===== config.mk =====
export PLATFORM = sky130hd
export DESIGN_NAME = b2t_slew
export DESIGN_NICKNAME = d
export VERILOG_FILES = /design/src/rtl/b2t_slew.sv
export SDC_FILE = /design/constraint.sdc
export NUM_CORES = 1
export LEC_CHECK = 0
export CORE_MARGIN = 5
export CORE_UTILIZATION = 40
export DETAILED_ROUTE_END_ITERATION = 16
export GPL_ROUTABILITY_DRIVEN = 1
export PLACE_DENSITY = 0.74
export SLEW_MARGIN = 20
export SYNTH_ARGS = -nofsm -noshare
export SYNTH_HDL_FRONTEND = slang
export SYNTH_SLANG_ARGS = --single-unit

===== constraint.sdc =====
create_clock -name clk -period 9.35 [get_ports clk]
set_clock_uncertainty 0.15 [all_clocks]
set_input_delay 2.3375 -clock clk [delete_from_list [all_inputs] [get_ports clk]]
set_output_delay 2.3375 -clock clk [all_outputs]
set_load 0.1 [all_outputs]

===== src/rtl/b2t_slew.sv =====
// b2t_slew: slew-rate-limited binary counter with a registered thermometer output.
// A target count is accepted over a valid/ready handshake. The current count
// then ramps toward it by at most STEP per tick. With B2T_SLEW_SETTLE_EN
// defined, the block holds for SETTLE_CYC cycles before signalling done.
//
// Parameters:
//   BIN_W      - binary code width
//   STEP       - maximum count change per tick (1..2**BIN_W-1)
//   SETTLE_CYC - settle hold in clk cycles (>=1); used only with the macro
// Ports:
//   clk        - clock; all logic is rising-edge
//   rst_n      - asynchronous active-low reset
//   tick       - slew-rate strobe
//   tgt_valid  - a new target is presented
//   tgt_ready  - the block can accept a target (IDLE/SETTLE)
//   tgt_bin    - target count
//   cur_bin    - current registered count
//   thermo     - registered thermometer code of cur_bin
//   busy       - high whenever the state is not IDLE
//   done       - one-cycle registered pulse when the target is reached
module b2t_slew #(
    parameter int BIN_W      = 4,
    parameter int STEP       = 1,
    parameter int SETTLE_CYC = 4
) (
    input  logic                  clk,
    input  logic                  rst_n,
    input  logic                  tick,
    input  logic                  tgt_valid,
    output logic                  tgt_ready,
    input  logic [BIN_W-1:0]      tgt_bin,
    output logic [BIN_W-1:0]      cur_bin,
    output logic [(2**BIN_W)-1:0] thermo,
    output logic                  busy,
    output logic                  done
);

    localparam int THERM_W = 2**BIN_W;

    localparam logic [BIN_W:0]   STEP_X = (BIN_W+1)'(STEP);
    localparam logic [BIN_W-1:0] STEP_B = BIN_W'(STEP);

`ifdef B2T_SLEW_SETTLE_EN
    localparam int CNT_W = $clog2(SETTLE_CYC + 1);
    localparam logic [CNT_W-1:0] CNT_LAST = CNT_W'(SETTLE_CYC - 1);

    typedef enum logic [1:0] {IDLE, SLEW, SETTLE} state_t;

    logic [CNT_W-1:0] cnt_q, cnt_d;
`else
    typedef enum logic [1:0] {IDLE, SLEW} state_t;
`endif

    state_t               state_q, state_d;
    logic [BIN_W-1:0]     cur_q, cur_d;
    logic [BIN_W-1:0]     tgt_q, tgt_d;
    logic [THERM_W-1:0]   thermo_q, thermo_d;
    logic                 busy_q, busy_d;
    logic                 done_q, done_d;

    logic                 xfer;
    logic signed [BIN_W:0] diff;
    logic [BIN_W:0]       mag;
    logic [BIN_W-1:0]     nxt;

    assign tgt_ready = (state_q != SLEW);
    assign xfer      = tgt_valid & tgt_ready;

    // One extra bit keeps the difference free of wrap-around at both ends.
    always_comb begin
        diff = $signed({1'b0, tgt_q}) - $signed({1'b0, cur_q});
        mag  = diff[BIN_W] ? (~diff + 1'b1) : diff;
        if (mag > STEP_X) begin
            nxt = diff[BIN_W] ? (cur_q - STEP_B) : (cur_q + STEP_B);
        end else begin
            nxt = tgt_q;
        end
    end

    always_comb begin
        state_d = state_q;
        cur_d   = cur_q;
        tgt_d   = tgt_q;
        done_d  = 1'b0;
`ifdef B2T_SLEW_SETTLE_EN
        cnt_d   = cnt_q;
`endif
        unique case (state_q)
            IDLE: begin
                if (xfer) begin
                    tgt_d = tgt_bin;
                    if (tgt_bin != cur_q) state_d = SLEW;
                    else                  done_d  = 1'b1;
                end
            end
            SLEW: begin
                if (tick) begin
                    cur_d = nxt;
                    if (nxt == tgt_q) begin
`ifdef B2T_SLEW_SETTLE_EN
                        state_d = SETTLE;
                        cnt_d   = '0;
`else
                        state_d = IDLE;
                        done_d  = 1'b1;
`endif
                    end
                end
            end
`ifdef B2T_SLEW_SETTLE_EN
            SETTLE: begin
                // A new target abandons the current settle without a pulse.
                if (xfer) begin
                    tgt_d = tgt_bin;
                    cnt_d = '0;
                    if (tgt_bin != cur_q) begin
                        state_d = SLEW;
                    end else begin
                        state_d = IDLE;
                        done_d  = 1'b1;
                    end
                end else if (cnt_q == CNT_LAST) begin
                    state_d = IDLE;
                    done_d  = 1'b1;
                end else begin
                    cnt_d = cnt_q + 1'b1;
                end
            end
`endif
            default: state_d = IDLE;
        endcase
    end

    // Thermometer of the next count, registered alongside it.
    assign thermo_d = (THERM_W'(1) << cur_d) - THERM_W'(1);
    assign busy_d   = (state_d != IDLE);

    always_ff @(posedge clk or negedge rst_n) begin
        if (!rst_n) begin
            state_q  <= IDLE;
            cur_q    <= '0;
            tgt_q    <= '0;
            thermo_q <= '0;
            busy_q   <= 1'b0;
            done_q   <= 1'b0;
`ifdef B2T_SLEW_SETTLE_EN
            cnt_q    <= '0;
`endif
        end else begin
            state_q  <= state_d;
            cur_q    <= cur_d;
            tgt_q    <= tgt_d;
            thermo_q <= thermo_d;
            busy_q   <= busy_d;
            done_q   <= done_d;
`ifdef B2T_SLEW_SETTLE_EN
            cnt_q    <= cnt_d;
`endif
        end
    end

    assign cur_bin = cur_q;
    assign thermo  = thermo_q;
    assign busy    = busy_q;
    assign done    = done_q;

endmodule


; ---- Word-level counts from Yosys, hierarchy flattened
; Index checks and enable logic that the tools add are counted.
[totals]
romBits = 0
ramBits = 0
latch_bits = 0
out_inout_bits = 23
elab_cells = 37
ff_bits = 28
memories = 0
[op_classes]
mux = 15
n_div = 0
multipliers = 0
eq_ne = 4
n_lt_le_gt_ge = 1
bitwise_logic = 2
shift = 1
reduce_logical = 3
n_addsub = 5
[ops]
columns = cell, count
row1 = $mux 4, 4
row2 = $shl 1x4->16 const A, 1
row3 = $sub 16x2->16 const B, 1
row4 = $mux 2, 4
row5 = $add 5x1->5 const B, 1
row6 = $gt 5x1->1 const B, 1
row7 = $mux 5, 1
row8 = $not 5->5, 1
row9 = $sub 4x4->5, 1
row10 = $add 4x1->4 const B, 1
row11 = $eq 4x4->1, 1
row12 = $mux 1, 4
row13 = $ne 4x4->1, 1
row14 = $pmux 2 s2, 1
row15 = $sub 4x1->4 const B, 1
row16 = $eq 2x1->1 const B, 1
row17 = $logic_not 2->1, 1
row18 = $ne 2x1->1 const B, 1
row19 = $pmux 1 s2, 1
row20 = $reduce_and 2->1, 1
row21 = $reduce_bool 2->1, 1
row22 = $and 1x1->1, 1

; ---- Logic depth before layout (Yosys ltp)
; Gate-level depths: netlist (run 1).
[logic_depth]
depth_word = 11
mapped_depth = 21

; ---- Worst setup path after synthesis (run 1)
; No wires, ideal clock.
[synth_timing]
path_type = register to register
startpoint = reg cur_q[0] (netlist: cur_bin[0])
endpoint = reg thermo_q[6] (netlist: thermo[6])
path_stages_with_launch = 21
path_buffers = 1
setup_slack_ps = 4578
required_time_ps = 9118
arrival_ps = 4540
setup_time_ps = 82
path_cell_list = dfrtp_1 ha_1 fa_1 nand2b_1 o2bb2ai_2 ha_1 a21o_1 a21oi_1 xnor3_1 nand2_1 mux2i_1 a21oi_4 inv_4 nor2_1 nand4_1 ha_1 inv_1 and3_1 clkbuf_1 a21oi_1 o22ai_1
[synth_between]
elab_chain_cells = 10
word_cells_on_any_way = 13
classes_between = add/sub (5) / order compare (1) / shift (1) / mux (5) / bitwise (1)
[synth_rtl]
columns = item, line
row1 = "start, declared", 55  ; logic [BIN_W-1:0] cur_q, cur_d;
row2 = "start signal, assigned", 151  ; cur_q <= cur_d;
row3 = $sub 4x4->5, 71  ; diff = $signed({1'b0, tgt_q}) - $signed({1'b0, cur_q});
row4 = $not 5->5, 72  ; mag = diff[BIN_W] ? (~diff + 1'b1) : diff;
row5 = $add 5x1->5, 72
row6 = $mux 5, 72
row7 = $gt 5x1->1, 73  ; if (mag > STEP_X) begin
row8 = $mux 4 *, 73
row9 = $mux 4 *, 97  ; if (tick) begin
row10 = $mux 4 *, 88  ; unique case (state_q)
row11 = named net cur_d[3], 55
row12 = $shl 1x4->16 *, 135  ; assign thermo_d = (THERM_W'(1) << cur_d) - THERM_W'(1);
row13 = $sub 16x2->16 *, 135
row14 = named net thermo_d[6], 57  ; logic [THERM_W-1:0] thermo_q, thermo_d;
row15 = "end signal, assigned", 153  ; thermo_q <= thermo_d;
row16 = "end, declared", 57
; Mark *: on every way through the listed nets, which the timed path passes. The rest lies on a longest branch.
; A chain may end at the register's enable or synchronous reset.

; ---- Worst setup path in the final report (run 1)
[layout_timing]
startpoint = in tick
endpoint = reg thermo_q[10] (netlist: thermo[10])
[layout_between]
elab_chain_cells = 4
[layout_rtl]
columns = item, line
row1 = "start, declared", 28  ; input logic tick,
row2 = $mux 4, 97
row3 = $mux 4, 88
row4 = $shl 1x4->16, 135
row5 = $sub 16x2->16, 135
row6 = named net thermo_d[10], 57
; The timed path passes the listed nets, and every way through them passes these cells.

==> impl_metrics.ini, run 1 <==
[synthesis]
synth_top_area_share_pct = 44.2
synth.distinct_cells = 44
postSynth.topFlopCell = sky130_fd_sc_hd__dfrtp_1
number_of_enable_flip_flop_cells_after_synthesis = 0
synthesis.area_sq_um = 1590
synth_area_leader_cell = sky130_fd_sc_hd__dfrtp_1
share_of_the_yosys_chip_area_belonging_to_registers_pct = 44.2
postSynthRegisterBits = 28
async_reset_ff_share_pct = 100
yosys_warnings = 0
post_synth.cell_area_avg_sq_um = 10.5
synthesized_netlist_cell_count = 151
most_area_consuming_cells_after_synthesis = sky130_fd_sc_hd__dfrtp_1, sky130_fd_sc_hd__ha_1, sky130_fd_sc_hd__xnor2_1

[global_route]
top_usage_layer = met2
number_of_antenna_violations_at_the_first_check_in_global_routing = 0
grt_pass1_vias = 1280
grt_util_overall_pct = 14.7
grt_use_met2_pct = 25.4
grt_overflow = 0
use_met3_pct = 3.17
grt_use_met1_pct = 17.7
global_route_wire_length_before_repair_mm = 6.04
grt_start_max_net_pins = 29

[worst_setup_path]
timing.critical_path.required_ns = 9.39
startpoint_type = primary input
crit_fanout = 11
worst_path_most_repeated_cell = sky130_fd_sc_hd__nand2_1
worstReg2RegEnd = thermo[10]
critical_path.cell_chain = clkdlybuf4s50_1 > nand2_1 > nand2_1 > o21a_1 > inv_2 > nor2_1 > nand4_1 > ha_1 > inv_1 > and3_1 > nand2_1 > o221ai_1
cp_data_arrival_time_ns = 5.06
regToRegStartpoint = cur_bin[0]
max_stage_delay_ns = 0.51
setup.reg_to_reg.worst_slack_ns = 4.61
critPathCaptureType = register
worstSetupPathType = primary input to register
critical-path-slowest-cell = sky130_fd_sc_hd__clkdlybuf4s50_1
cp_top_family = simple AND/OR/NAND/NOR gates
crit_buf_inv = 3
worst_r2r_path_depth = 19

[detailed_routing]
number_of_nets_with_antenna_violations_after_detailed_routing = 0
drc = 0
drt-wirelength-per-cell_um = 15.0
routed_vias_inst = 5.24
finalWirelength_mm = 3.47
drtPass1Iterations = 4
drt_first_iter_violations = 42
total_vias_in_the_final_route = 1211

[cts]
cts_buffer_depth = 2
cts.repair.resized = 0
numCtsBuffers = 3
clock_tree_from_tritoncts = yes
postCtsSetupRepairBufs = 0
htreeDepth = 1
root_buffer_master = sky130_fd_sc_hd__clkbuf_8
clkSinkCount = 28
worstSkewPairLatency_ns = 0.28
clkTransAtPathRegs_ns = 0.10
postCtsHoldBufs = 0

[final_layout]
register_area_sq_um = 701
multi_input_area_sq_um = 806
fillCellCount = 348
post_route_cells_drive_above_1_share_pct = 8.20
fin_nets = 202
antenna_cells = 0
post-route-util_pct = 53.5
area_delta_synth_final_pct = 26.4

[sta]
tightestPinTransition_ns = 0.988
setup_tns_ns = 0
fin_hold_ws_ns = 0.480
number_of_endpoints_failing_setup_at_the_final_stage = 0
max_clock_freq_mhz = 200
fin_crit_sh_pct = 53.6
maxSlewHeadroom_pct = 33.9
hold_viol = 0
post-route-min-period_ns = 5.01
slew_violations = 0
rsz0062_at_grt = false

[placement]
last_weighted_congestion_value_of_the_routability_driven_placer = 0.938
dp_hpwl_mm = 2.67
placement.io_buffers = 30

[floorplan]
core-area_sq_um = 3740
floorplan.io_pins = 31
die_area_sq_um = 5320
dieWidth_um = 73.0
initial_core_util_pct = 42.3
fp.dieH_um = 73.0
rows = 22

[min_path]
holdPathEnd = tgt_q[2]
worst_hold_path.num_cells = 1
worstHoldStart = tgt_q[2]
worstHoldPathType = register to register

[outcome]
outcome = complete, no violations

[flow_run]
drv_cap = 0
==> worst reg2reg max path, stage by stage (launching register included) <==
cell and delay [ns]:
sky130_fd_sc_hd__dfrtp_1 0.53, sky130_fd_sc_hd__ha_1 0.29, sky130_fd_sc_hd__fa_1 0.43, sky130_fd_sc_hd__nand2b_1 0.19, sky130_fd_sc_hd__o2bb2ai_2 0.18, sky130_fd_sc_hd__ha_1 0.30, sky130_fd_sc_hd__a21o_1 0.18, sky130_fd_sc_hd__a21oi_1 0.16
sky130_fd_sc_hd__xnor3_1 0.28, sky130_fd_sc_hd__nand2_1 0.09, sky130_fd_sc_hd__mux2i_1 0.10, sky130_fd_sc_hd__a21oi_4 0.31, sky130_fd_sc_hd__inv_4 0.12, sky130_fd_sc_hd__nor2_1 0.20, sky130_fd_sc_hd__nand4_1 0.16, sky130_fd_sc_hd__ha_1 0.30
sky130_fd_sc_hd__inv_1 0.15, sky130_fd_sc_hd__and3_1 0.29, sky130_fd_sc_hd__nand2_1 0.08, sky130_fd_sc_hd__o221ai_1 0.20
==> area by class of cell <==
type                    count  share of cell area (%)
multi-input cells         105                    40.2
repair buffers             31                    15.4
well taps                  48                    3.00
flip-flops and latches     28                    35.0
clock buffers               3                    2.06
clock inverters             1                    1.50
inverters                  15                    2.93
==> sequential cells by signal, indices dropped and copies added, names as in the netlist <==
signal   count
done         1
cur_bin      4
tgt_q        4
busy         1
thermo      16
state_q      2
==> stage by stage <==
step | cell area (sq um) | instances | setup WS, ns
after floorplan | 1590 | 152 | 4.58
after global placement | 1930 | 227 | 4.28
after detailed placement | 1930 | 227 | 4.09
after CTS | 2000 | 231 | 4.37
after global routing | 2000 | 231 | 4.05
final | 2000 | 231 | 4.34
==> placed cells by master, fill, tap and decap left out, types with 2 or more instances in the layout <==
cell type and instances:
sky130_fd_sc_hd__o22ai_1 2, sky130_fd_sc_hd__o21ai_0 2, sky130_fd_sc_hd__clkbuf_8 3, sky130_fd_sc_hd__nor2_1 12, sky130_fd_sc_hd__xnor2_1 10, sky130_fd_sc_hd__dfrtp_1 28
sky130_fd_sc_hd__nand2_1 15, sky130_fd_sc_hd__mux2_2 2, sky130_fd_sc_hd__nand2b_1 2, sky130_fd_sc_hd__conb_1 2, sky130_fd_sc_hd__fa_1 2, sky130_fd_sc_hd__nand3_1 3
sky130_fd_sc_hd__mux2i_1 4, sky130_fd_sc_hd__a21oi_1 6, sky130_fd_sc_hd__inv_1 12, sky130_fd_sc_hd__xor2_1 2, sky130_fd_sc_hd__o211ai_1 2, sky130_fd_sc_hd__nand4_1 9
sky130_fd_sc_hd__ha_1 8, sky130_fd_sc_hd__a21o_1 2, sky130_fd_sc_hd__a22o_1 2, sky130_fd_sc_hd__clkdlybuf4s50_1 30
==> logic make-up (layout without fill, tap and decap cells) <==
family	Yosys count	count (layout)	share of synthesized area (%)
buffers and inverters	19	50	5.21
AND/OR/NAND/NOR	48	48	15.7
AO/OA/AOI/OAI	24	24	11.4
multiplexers	7	7	5.37
other	1	2	0.237
XOR/XNOR	14	14	9.08
adder cells (fa/ha/maj)	10	10	8.84
flip-flops	28	28	44.2
==> synthesized netlist by cell type (2+ instances only) <==
cell type / number
sky130_fd_sc_hd__dfrtp_1: 28
sky130_fd_sc_hd__nand2_1: 15
sky130_fd_sc_hd__inv_1: 12
sky130_fd_sc_hd__nor2_1: 12
sky130_fd_sc_hd__xnor2_1: 10
sky130_fd_sc_hd__nand4_1: 9
sky130_fd_sc_hd__ha_1: 8
sky130_fd_sc_hd__a21oi_1: 6
sky130_fd_sc_hd__mux2i_1: 4
sky130_fd_sc_hd__nand3_1: 3
sky130_fd_sc_hd__a21o_1: 2
sky130_fd_sc_hd__a22o_1: 2
sky130_fd_sc_hd__clkbuf_1: 2
sky130_fd_sc_hd__fa_1: 2
sky130_fd_sc_hd__mux2_2: 2
sky130_fd_sc_hd__nand2b_1: 2
sky130_fd_sc_hd__o211ai_1: 2
sky130_fd_sc_hd__o21ai_0: 2
sky130_fd_sc_hd__o22ai_1: 2
sky130_fd_sc_hd__xor2_1: 2
==> metal layers <==
layer / vias up / part of all wire, %
met3: 7 / 5.9
met2: 50 / 51
met1: 574 / 41
met4: 0 / 1.9
li1: 580 / -
met5: - / 0
==> worst max-delay path by stage <==
stage	start	to	slack, ns	cells past startpoint
6_report	tick	thermo[10]	4.34	12
5_1_grt	tick	thermo[10]	4.05	12
4_1_cts	tick	thermo[10]	4.37	12
2_1_floorplan	cur_bin[0]	thermo[6]	4.58	20
3_5_place_dp	tick	thermo[10]	4.09	12
3_3_place_gp	tick	thermo[10]	4.28	12
Power of run 1 is left out: the tool's default activity adds up to more than one toggle a clock period on the data nets, which glitch-free logic cannot reach.
==> run 2, diff against run 1 <==
- clock period: 9.35 -> 4.75 ns (I/O delays scaled with it)
==> run 2 against run 1 <==
Against the previous run: critical path depth up 7; sequential share of layout area is 0.24 points lower; setup slack got worse by 4.1 ns; largest cell class unchanged; critical path type is now register to register; design area grew 0.87%; worst hold slack worse by 0.0026 ns; die area unchanged; flip-flop and latch count is the same; non-clock buffer count is 2 higher.
==> impl_metrics.ini, run 2 (synthesis results as in run 1) <==
[cts]
clock_tree_from_tritoncts = yes
numCtsBuffers = 3
postCtsHoldBufs = 0
clkTransAtPathRegs_ns = 0.09
root_buffer_master = sky130_fd_sc_hd__clkbuf_8
clkSinkCount = 28
cts_buffer_depth = 2
postCtsSetupRepairBufs = 0
worstSkewPairLatency_ns = 0.27
cts.repair.resized = 0
htreeDepth = 1

[worst_setup_path]
critPathCaptureType = register
crit_buf_inv = 2
startpoint_type = register
cp_top_family = adder cells
max_stage_delay_ns = 0.49
timing.critical_path.required_ns = 4.79
critical-path-slowest-cell = sky130_fd_sc_hd__dfrtp_2
critical_path.cell_chain = ha_1 > fa_1 > nand2b_1 > o2bb2ai_2 > ha_1 > a21o_1 > a21oi_1 > xnor3_1 > nand2_1 > mux2i_1 > a21oi_4 > inv_4 > nor2_1 > nand4_1 > ha_1 > inv_1 > and3_2 > a21oi_1 > o22ai_1
worst_r2r_path_depth = 19
critical_path_depth = 19
worstSetupPathType = register to register
cp_data_arrival_time_ns = 4.55
worst_path_most_repeated_cell = sky130_fd_sc_hd__ha_1
crit_fanout = 10

[sta]
fin_crit_sh_pct = 95.0
fin_hold_ws_ns = 0.477
max_clock_freq_mhz = 222
number_of_endpoints_failing_setup_at_the_final_stage = 0
maxSlewHeadroom_pct = 34.5
layout_setup_ws_ns = 0.240
rsz0062_at_grt = false
setup_tns_ns = 0
slew_violations = 0
hold_viol = 0
post-route-min-period_ns = 4.51
tightestPinTransition_ns = 0.980

[detailed_routing]
drt_first_iter_violations = 43
drtPass1Iterations = 4
drt-wirelength-per-cell_um = 14.0
finalWirelength_mm = 3.25
drc = 0
total_vias_in_the_final_route = 1198
routed_vias_inst = 5.14
number_of_nets_with_antenna_violations_after_detailed_routing = 0

[final_layout]
fin_nets = 204
final_cell_mix = sky130_fd_sc_hd__clkdlybuf4s50_1, sky130_fd_sc_hd__dfrtp_1, sky130_fd_sc_hd__nand2_1
mostFrequentLayoutCell = sky130_fd_sc_hd__clkdlybuf4s50_1
flip_flop_count_of_the_largest_register_all_copies_and_words_added = 16
antenna_cells = 0
area_delta_synth_final_pct = 27.5
post_layout_nonfiller_instances = 233
post_route_cells_drive_above_1_share_pct = 10.3

[global_route]
number_of_antenna_violations_at_the_first_check_in_global_routing = 0
grt_util_overall_pct = 13.3
grt_overflow = 0
grt_pass1_vias = 1224
grt_start_max_net_pins = 29
global_route_wire_length_before_repair_mm = 5.58

[floorplan]
fp.dieH_um = 73.0
floorplan.io_pins = 31
dieWidth_um = 73.0
core-area_sq_um = 3740
initial_core_util_pct = 42.3
die_area_sq_um = 5320
rows = 22

[placement]
dp_hpwl_mm = 2.46
placement.io_buffers = 30
last_weighted_congestion_value_of_the_routability_driven_placer = 0.941
dpl.cell_count = 229
place_worst_setup_slack_ns = 0.271

[min_path]
worstHoldPathType = register to register
worst_hold_path.num_cells = 1

[outcome]
outcome = complete, no violations

[flow_run]
drv_cap = 0
==> run 2: cell types whose count changed in the layout (fill, tap and decap cells not counted) <==
| cell | change |
|---|---|
| sky130_fd_sc_hd__and3_2 | +1 |
| sky130_fd_sc_hd__dfrtp_2 | +1 |
| sky130_fd_sc_hd__buf_4 | +2 |
| sky130_fd_sc_hd__dfrtp_1 | -1 |
| sky130_fd_sc_hd__and3_1 | -1 |
==> run 2: path summary, 6_finish.rpt <==
check / slack [ns] / to / start
hold reg to reg: 0.48 / tgt_q[2] / tgt_q[2]
min in group asynchronous: 1.14 / thermo[3] / rst_n
max in group asynchronous: 3.04 / cur_bin[0] / rst_n
setup / recovery: 0.24 / thermo[6] / cur_bin[0]
setup reg to reg: 0.24 / thermo[6] / cur_bin[0]
hold / removal: 0.48 / tgt_q[2] / tgt_q[2]
==> run 2: per-layer routing <==
layer	wire (um)	vias up	GRT usage, %	share of wire (%)
met5	0	-	0	0
met4	26	0	4.10	0.80
met3	200	4	4.41	6.1
met2	1630	38	22.1	50
met1	1390	568	16.2	43
li1	-	588	-	-
==> run 2: area by class of cell <==
class                           instances  area, sq um
Fill cell                             332         1720
Clock inverter                          1         30.0
Multi-Input combinational cell        105          807
Timing Repair Buffer                   33          323
Tap cell                               48         60.1
Sequential cell                        28          702
Inverter                               15         58.8
Clock buffer                            3         41.3
==> run 2: worst register-to-register path: stages (launching register included) <==
cell,delay [ns]
sky130_fd_sc_hd__dfrtp_2,0.49
sky130_fd_sc_hd__ha_1,0.26
sky130_fd_sc_hd__fa_1,0.44
sky130_fd_sc_hd__nand2b_1,0.20
sky130_fd_sc_hd__o2bb2ai_2,0.20
sky130_fd_sc_hd__ha_1,0.30
sky130_fd_sc_hd__a21o_1,0.17
sky130_fd_sc_hd__a21oi_1,0.17
sky130_fd_sc_hd__xnor3_1,0.28
sky130_fd_sc_hd__nand2_1,0.09
sky130_fd_sc_hd__mux2i_1,0.10
sky130_fd_sc_hd__a21oi_4,0.16
sky130_fd_sc_hd__inv_4,0.09
sky130_fd_sc_hd__nor2_1,0.18
sky130_fd_sc_hd__nand4_1,0.17
sky130_fd_sc_hd__ha_1,0.31
sky130_fd_sc_hd__inv_1,0.16
sky130_fd_sc_hd__and3_2,0.27
sky130_fd_sc_hd__a21oi_1,0.09
sky130_fd_sc_hd__o22ai_1,0.18
==> run 2: stage by stage <==
step	utilization (%)	cell area [sq um]
global route	54.0	2020
global placement	52.1	1950
detailed placement	52.1	1950
CTS	54.0	2020
finish	54.0	2020
floorplan	-	1590
Power of run 2 is left out for the same reason.
